--- config.mk ---
export PLATFORM = sky130hd
export DESIGN_NAME = mult_lp
export DESIGN_NICKNAME = d
export VERILOG_FILES = /design/src/rtl/mult_lp.sv
export SDC_FILE = /design/constraint.sdc
export NUM_CORES = 1
export LEC_CHECK = 0
export BUFFER_PORTS_ARGS = -buffer_cell sky130_fd_sc_hd__buf_2
export CAP_MARGIN = 20
export CORE_ASPECT_RATIO = 1.4
export CORE_MARGIN = 5
export CORE_UTILIZATION = 59
export DETAILED_ROUTE_END_ITERATION = 12
export GPL_TIMING_DRIVEN = 0
export PLACE_DENSITY = 0.81
export SYNTH_ARGS = -nofsm -noshare
export SYNTH_HDL_FRONTEND = slang
export SYNTH_SLANG_ARGS = --single-unit
export TNS_END_PERCENT = 100
--- constraint.sdc ---
create_clock -name clk -period 9.6 [get_ports clk]
set_clock_uncertainty 0.15 [all_clocks]
set_input_delay 0.96 -clock clk [delete_from_list [all_inputs] [get_ports clk]]
set_output_delay 0.96 -clock clk [all_outputs]
set_load 0.05 [all_outputs]
--- src/rtl/mult_lp.sv ---
// Unsigned WIDTH x WIDTH low-power multiplier: operand-isolated input registers,
// carry-save partial-product array with ripple final adder, registered product.

module mult_lp_fa (
  input  logic a,
  input  logic b,
  input  logic ci,
  output logic s,
  output logic co
);
  assign s  = a ^ b ^ ci;
  assign co = (a & b) | (ci & (a ^ b));
endmodule

module mult_lp #(
  parameter int WIDTH = 8
) (
  input  logic                 clk,
  input  logic                 rst_n,
  input  logic                 in_valid,
  input  logic [WIDTH-1:0]     multiplicand,
  input  logic [WIDTH-1:0]     multiplier,
  output logic [2*WIDTH-1:0]   product,
  output logic                 out_valid
);

  logic [WIDTH-1:0]   opa_p1, opb_p1;
  logic               vld_p1, zero_p1;
  logic [2*WIDTH-1:0] arr_p1;
  logic [2*WIDTH-1:0] prod_p2;
  logic               vld_p2;

  // Stage 1: operand registers, loaded only on accepted input
  always_ff @(posedge clk or negedge rst_n) begin
    if (!rst_n) begin
      opa_p1  <= '0;
      opb_p1  <= '0;
      zero_p1 <= 1'b0;
      vld_p1  <= 1'b0;
    end else begin
      vld_p1 <= in_valid;
      if (in_valid) begin
        opa_p1  <= multiplicand;
        opb_p1  <= multiplier;
        zero_p1 <= (multiplicand == '0) || (multiplier == '0);
      end
    end
  end

  logic [WIDTH-1:0] pp    [WIDTH];
  logic [WIDTH-1:0] s_row [WIDTH];
  logic [WIDTH-1:0] c_row [WIDTH];
  logic [WIDTH-1:0] rc;

  for (genvar i = 0; i < WIDTH; i++) begin : g_pp
    assign pp[i] = opa_p1 & {WIDTH{opb_p1[i]}};
  end

  assign s_row[0] = pp[0];
  assign c_row[0] = '0;

  // Row i bit j carries weight 2^(i+j); the shifted previous sum and the
  // previous carries line up on the same weight.
  for (genvar i = 1; i < WIDTH; i++) begin : g_row
    for (genvar j = 0; j < WIDTH; j++) begin : g_col
      if (j == WIDTH - 1) begin : g_top
        mult_lp_fa u_fa (
          .a  (pp[i][j]),
          .b  (1'b0),
          .ci (c_row[i-1][j]),
          .s  (s_row[i][j]),
          .co (c_row[i][j])
        );
      end else begin : g_mid
        mult_lp_fa u_fa (
          .a  (pp[i][j]),
          .b  (s_row[i-1][j+1]),
          .ci (c_row[i-1][j]),
          .s  (s_row[i][j]),
          .co (c_row[i][j])
        );
      end
    end
  end

  for (genvar i = 0; i < WIDTH; i++) begin : g_low
    assign arr_p1[i] = s_row[i][0];
  end

  // Final carry-propagate adder over the last sum/carry rows
  assign rc[0] = 1'b0;
  for (genvar k = 0; k < WIDTH - 1; k++) begin : g_cpa
    mult_lp_fa u_fa (
      .a  (s_row[WIDTH-1][k+1]),
      .b  (c_row[WIDTH-1][k]),
      .ci (rc[k]),
      .s  (arr_p1[WIDTH+k]),
      .co (rc[k+1])
    );
  end
  // Exact product fits in 2*WIDTH bits, so the top carry-out is always zero.
  assign arr_p1[2*WIDTH-1] = c_row[WIDTH-1][WIDTH-1] ^ rc[WIDTH-1];

  // Stage 2: product register with zero bypass
  always_ff @(posedge clk or negedge rst_n) begin
    if (!rst_n) begin
      prod_p2 <= '0;
      vld_p2  <= 1'b0;
    end else begin
      vld_p2 <= vld_p1;
      if (vld_p1) begin
        prod_p2 <= zero_p1 ? '0 : arr_p1;
      end
    end
  end

  assign product   = prod_p2;
  assign out_valid = vld_p2;

endmodule

# Word-level counts from Yosys, hierarchy flattened
# Index checks and enable logic that the tools add are counted.
# totals
register_bits,35
in_bits,19
out_inout_bits,17
word_cells,274
# op_classes
mux,1
n_bitwise,264
reduce_logical,3
# ops
cell,count
bitwise AND 1 bit,104
XOR 1 bit,104
bitwise AND 8 bit,8
OR 1 bit,48
logical NOT 8 bit,2
2-to-1 mux 16 bit,1
logical OR 1 bit,1

# Longest topological paths before layout
# depth
depth_word,29
ltp_mapped,21
depth_no_buf,20

# By module
# A second synthesis with hierarchy kept.
# unflattened
hier_cells,240
hier_area_um2,3105.5
# modules_own_cells
mod,instances,cells_each,area_per_inst_um2,seq_area_each_um2
mult_lp,1,177,1844.3,875.8
mult_lp_fa,63,1,20.0,0.0

# Worst setup path before layout
# Ideal clock, no wire load.
# synth_path
kind,reg-to-reg
startpoint,register opa_p1[7]
endpoint,"register prod_p2[14], in the netlist product[14]"
setup_time_ns,0.067
t_arrival_ns,6.844
setup_slack_ns,2.539
path_stages_with_launch,22
path_buffers,1
path_cell_list,dfrtp_1 -> clkbuf_1 -> and2_1 -> ha_1 -> fa_1 -> fa_1 -> fa_1 -> fa_1 -> inv_1 -> fa_1 -> fa_1 -> inv_1 -> ha_1 -> fa_1 -> fa_1 -> fa_1 -> fa_1 -> fa_1 -> inv_1 -> fa_1 -> nor2_1 -> mux2_2
# synth_between
elab_chain_len,28
word_cells_on_any_way,168
# synth_rtl
element,line,source
from (decl),27,"logic [WIDTH-1:0] opa_p1, opb_p1;"
from (signal assigned),43,opa_p1 <= multiplicand;
bitwise AND 8 bit,56,assign pp[i] = opa_p1 & {WIDTH{opb_p1[i]}};
XOR 1 bit,n/a,
XOR 1 bit,"11, 12",
XOR 1 bit / bitwise AND 1 bit (equally long branches),"11, 12",
XOR 1 bit / OR 1 bit (equally long branches),"11, 12",
XOR 1 bit / bitwise AND 1 bit (equally long branches),"11, 12",
XOR 1 bit / OR 1 bit (equally long branches),"11, 12",
XOR 1 bit / bitwise AND 1 bit (equally long branches),"11, 12",
(+12 left out),n/a,
bitwise AND 1 bit,12,assign co = (a & b) | (ci & (a ^ b));
OR 1 bit,12,
bitwise AND 1 bit,12,
OR 1 bit,12,
bitwise AND 1 bit,12,
OR 1 bit,12,
XOR 1 bit (*),11,assign s = a ^ b ^ ci;
2-to-1 mux 16 bit (*),112,prod_p2 <= zero_p1 ? '0 : arr_p1;
to (signal assigned),112,
to (decl),30,logic [2*WIDTH-1:0] prod_p2;
# Every way passes the cells marked *; elsewhere a longest branch is shown, timed or not.
# A chain may end at the register's enable or synchronous reset.

# Worst setup path in the final report
# Ends and elaborated chain as after synthesis.

==> flow_summary.ini <==
[sta]
setup-tns-final_ns = 0
finalCritPeriodShare = 0.767
whs_ns = 0.307
rsz0062_at_grt = false
timing_worst_slew_pin_value_ns = 0.752
hold_viol = 0
slew_viol_final = 0
relSlewSlack = 0.499
max_freq_mhz = 136
post-route-min-period_ns = 7.36
finalSetupViolations = 0

[power_and_ir_drop]
peakVddDrop_uv = 164
cellPowerDensity_nw_per_um2 = 282
internal_power_mw = 0.500
p_leak_nw = 1.62
comb_power_share = 0.637
pwr-share-clk = 0.143
p_sw_mw = 0.427
p_seq_frac = 0.220
sw_frac_of_total = 0.461

[synth]
synth.area.top_cells = fa_1 (33%), dfrtp_1 (30%), and2_1 (9.2%), inv_1 (4.9%), nand2_1 (4.4%)
netlist_area_sq_um = 2920
avgSynthCellArea_sq_um = 11.3
syn_inst = 258
yosysWarnings = 0
ys_ff_latch = 35
synth.distinct_cells = 18
synth.top_cell.area_share = 0.329
synth_fp_nets = 333
yosysTopAreaCell = fa_1
seq_area_frac_synth = 0.300

[drt]
drt_iter0_drc = 58
drc = 0
dr.pass1.iters = 4
wl_um = 5220
ant_nets = 0
wire_per_inst_um = 14.3
viasPerCell = 5.22
vias = 1904

[die]
die_h_um = 93.3
std_cell_rows = 30
core_sq_um = 4840
boundaryPins = 36
dieArea_sq_um = 6480
initial_core_util = 0.604
die_x_um = 69.5

[critical_path]
r2r_cells = 21
max_stage_delay_ns = 0.59
required_ns = 9.68
crit_top_cell = fa_1
critical_path.top_delay_family = adder cells
crit_path_max_fanout = 9
crit_path_start_kind = register
path_depth = 21
endpoint_kind = register
critPathBufInv = 4
critical_path_class = register to register
worstPathArrival_ns = 7.44
critPathSlowestCell = fa_1
path_cells = clkbuf_1, and2_1, ha_1, fa_1, fa_1, fa_1, fa_1, inv_1, fa_1, fa_1, inv_1, ha_1, fa_1, fa_1, fa_1, fa_1, fa_1, inv_1, fa_1, nor2_1, mux2_2

[layout]
fill_cells = 370
final_nets = 375
final_cell_mix = fa_1 (48), and2_1 (43), buf_2 (40), inv_1 (38), dfrtp_1 (35)
drive_gt1_frac = 0.229
syn_to_final_growth_pct = 12.6
stdcell_count = 365
final_common_cell = fa_1
n_antenna_cell = 0

[global_routing]
antenna_found_initial = 0
gr-total-overflow = 0
global_route.usage.met3 = 0.0409
first_global_vias = 2135
grt-busiest-layer = met2
grt_use_met2 = 0.359
grt.total_usage = 0.183
grtUsageMet1 = 0.179
grt_pass1_wl_um = 9250
grt_max_degree = 36

[cts]
htreeDepth = 2
post_cts_buffers = 0
cts-root-buf = clkbuf_8
clock_sinks = 35
clock_latency_ns = 0.29
cts_buffer_depth = 2
clkTransAtPathRegs_ns = 0.07
cts_tree = done
ctsResizeCount = 0
cts-buffers-inserted = 5
cts_hold_buf = 0

[placement]
dp.cells = 357
gp_congestion = 0.792
hpwl_um = 4360
port_buffers = 35

[hold_path]
worstHoldPathCells = 0
hp-class = register to register

[flow_run]
maxCapViolations = 0

[outcome]
outcome = finished, final reports clean
==> layout make-up <==
class / instances / area, sq um / area share
clock inverters: 3 / 43.8 / 0.0133
repair buffers: 35 / 175 / 0.0532
flip-flops and latches: 35 / 876 / 0.266
plain buffers: 10 / 67.6 / 0.0205
inverters: 38 / 143 / 0.0433
clock buffers: 5 / 68.8 / 0.0209
multi-input cells: 175 / 1840 / 0.558
well taps: 64 / 80.1 / 0.0243
==> final timing paths <==
path                                             from                      end  slack, ns
min in group asynchronous                       rst_n   product[2]$_DFFE_PN0P_       0.59
worst max-delay path            opa_p1[7]$_DFFE_PN0P_  product[14]$_DFFE_PN0P_       2.24
worst min register to register       vld_p1$_DFF_PN0_      out_valid$_DFF_PN0_       0.31
worst max register to register  opa_p1[7]$_DFFE_PN0P_  product[14]$_DFFE_PN0P_       2.24
worst min-delay path                 vld_p1$_DFF_PN0_      out_valid$_DFF_PN0_       0.31
max in group asynchronous                       rst_n    opb_p1[0]$_DFFE_PN0P_       8.23
==> flip-flops by register name, indices dropped and copies added, names as in the netlist <==
register   count
product       16
opa_p1         8
opb_p1         8
out_valid      1
vld_p1         1
zero_p1        1
==> cells by family (layout without fill, tap and decap cells) <==
group | after synthesis | in the layout | synth area share
compound gates | 14 | 14 | 0.0295
fa+ha+maj | 56 | 56 | 0.363
buf+inv | 48 | 91 | 0.0719
flops | 35 | 35 | 0.300
mux | 19 | 19 | 0.0835
simple gates | 86 | 86 | 0.152
==> through the flow <==
stage / utilization / power, mW / instance area (sq um) / worst slack, ns
global route: 0.680 / 1.04 / 3290 / 1.87
CTS: 0.680 / 0.945 / 3290 / 2.18
floorplan: - / 0.665 / 2920 / 2.54
finish: 0.680 / 0.927 / 3290 / 2.24
global placement: 0.656 / 0.772 / 3180 / 2.33
detailed placement: 0.656 / 0.802 / 3180 / 2.22
==> power by group through the flow <==
stage | clock network (mW) | logic, mW | registers, mW
floorplan | 0 | 0.377 | 0.288
global placement | 0 | 0.566 | 0.205
detailed placement | 0 | 0.595 | 0.207
CTS | 0.135 | 0.605 | 0.205
global route | 0.142 | 0.686 | 0.210
finish | 0.132 | 0.590 | 0.204
==> routing by layer <==
metal	vias to the layer above	wire length (um)
met1	974	1830
li1	877	-
met3	9	264
met4	0	106
met2	44	3020
met5	-	0
==> cell usage after synthesis, drive strengths merged <==
master / count
buf: 7
ha: 8
o22ai: 12
nand4b: 1
and2: 43
mux2: 19
o21ai: 1
a31oi: 1
nor2: 4
inv: 38
nand2: 34
dfrtp: 35
fa: 48
nor4: 4
clkbuf: 3
No activity file was read; power rests on OpenSTA's default activity.
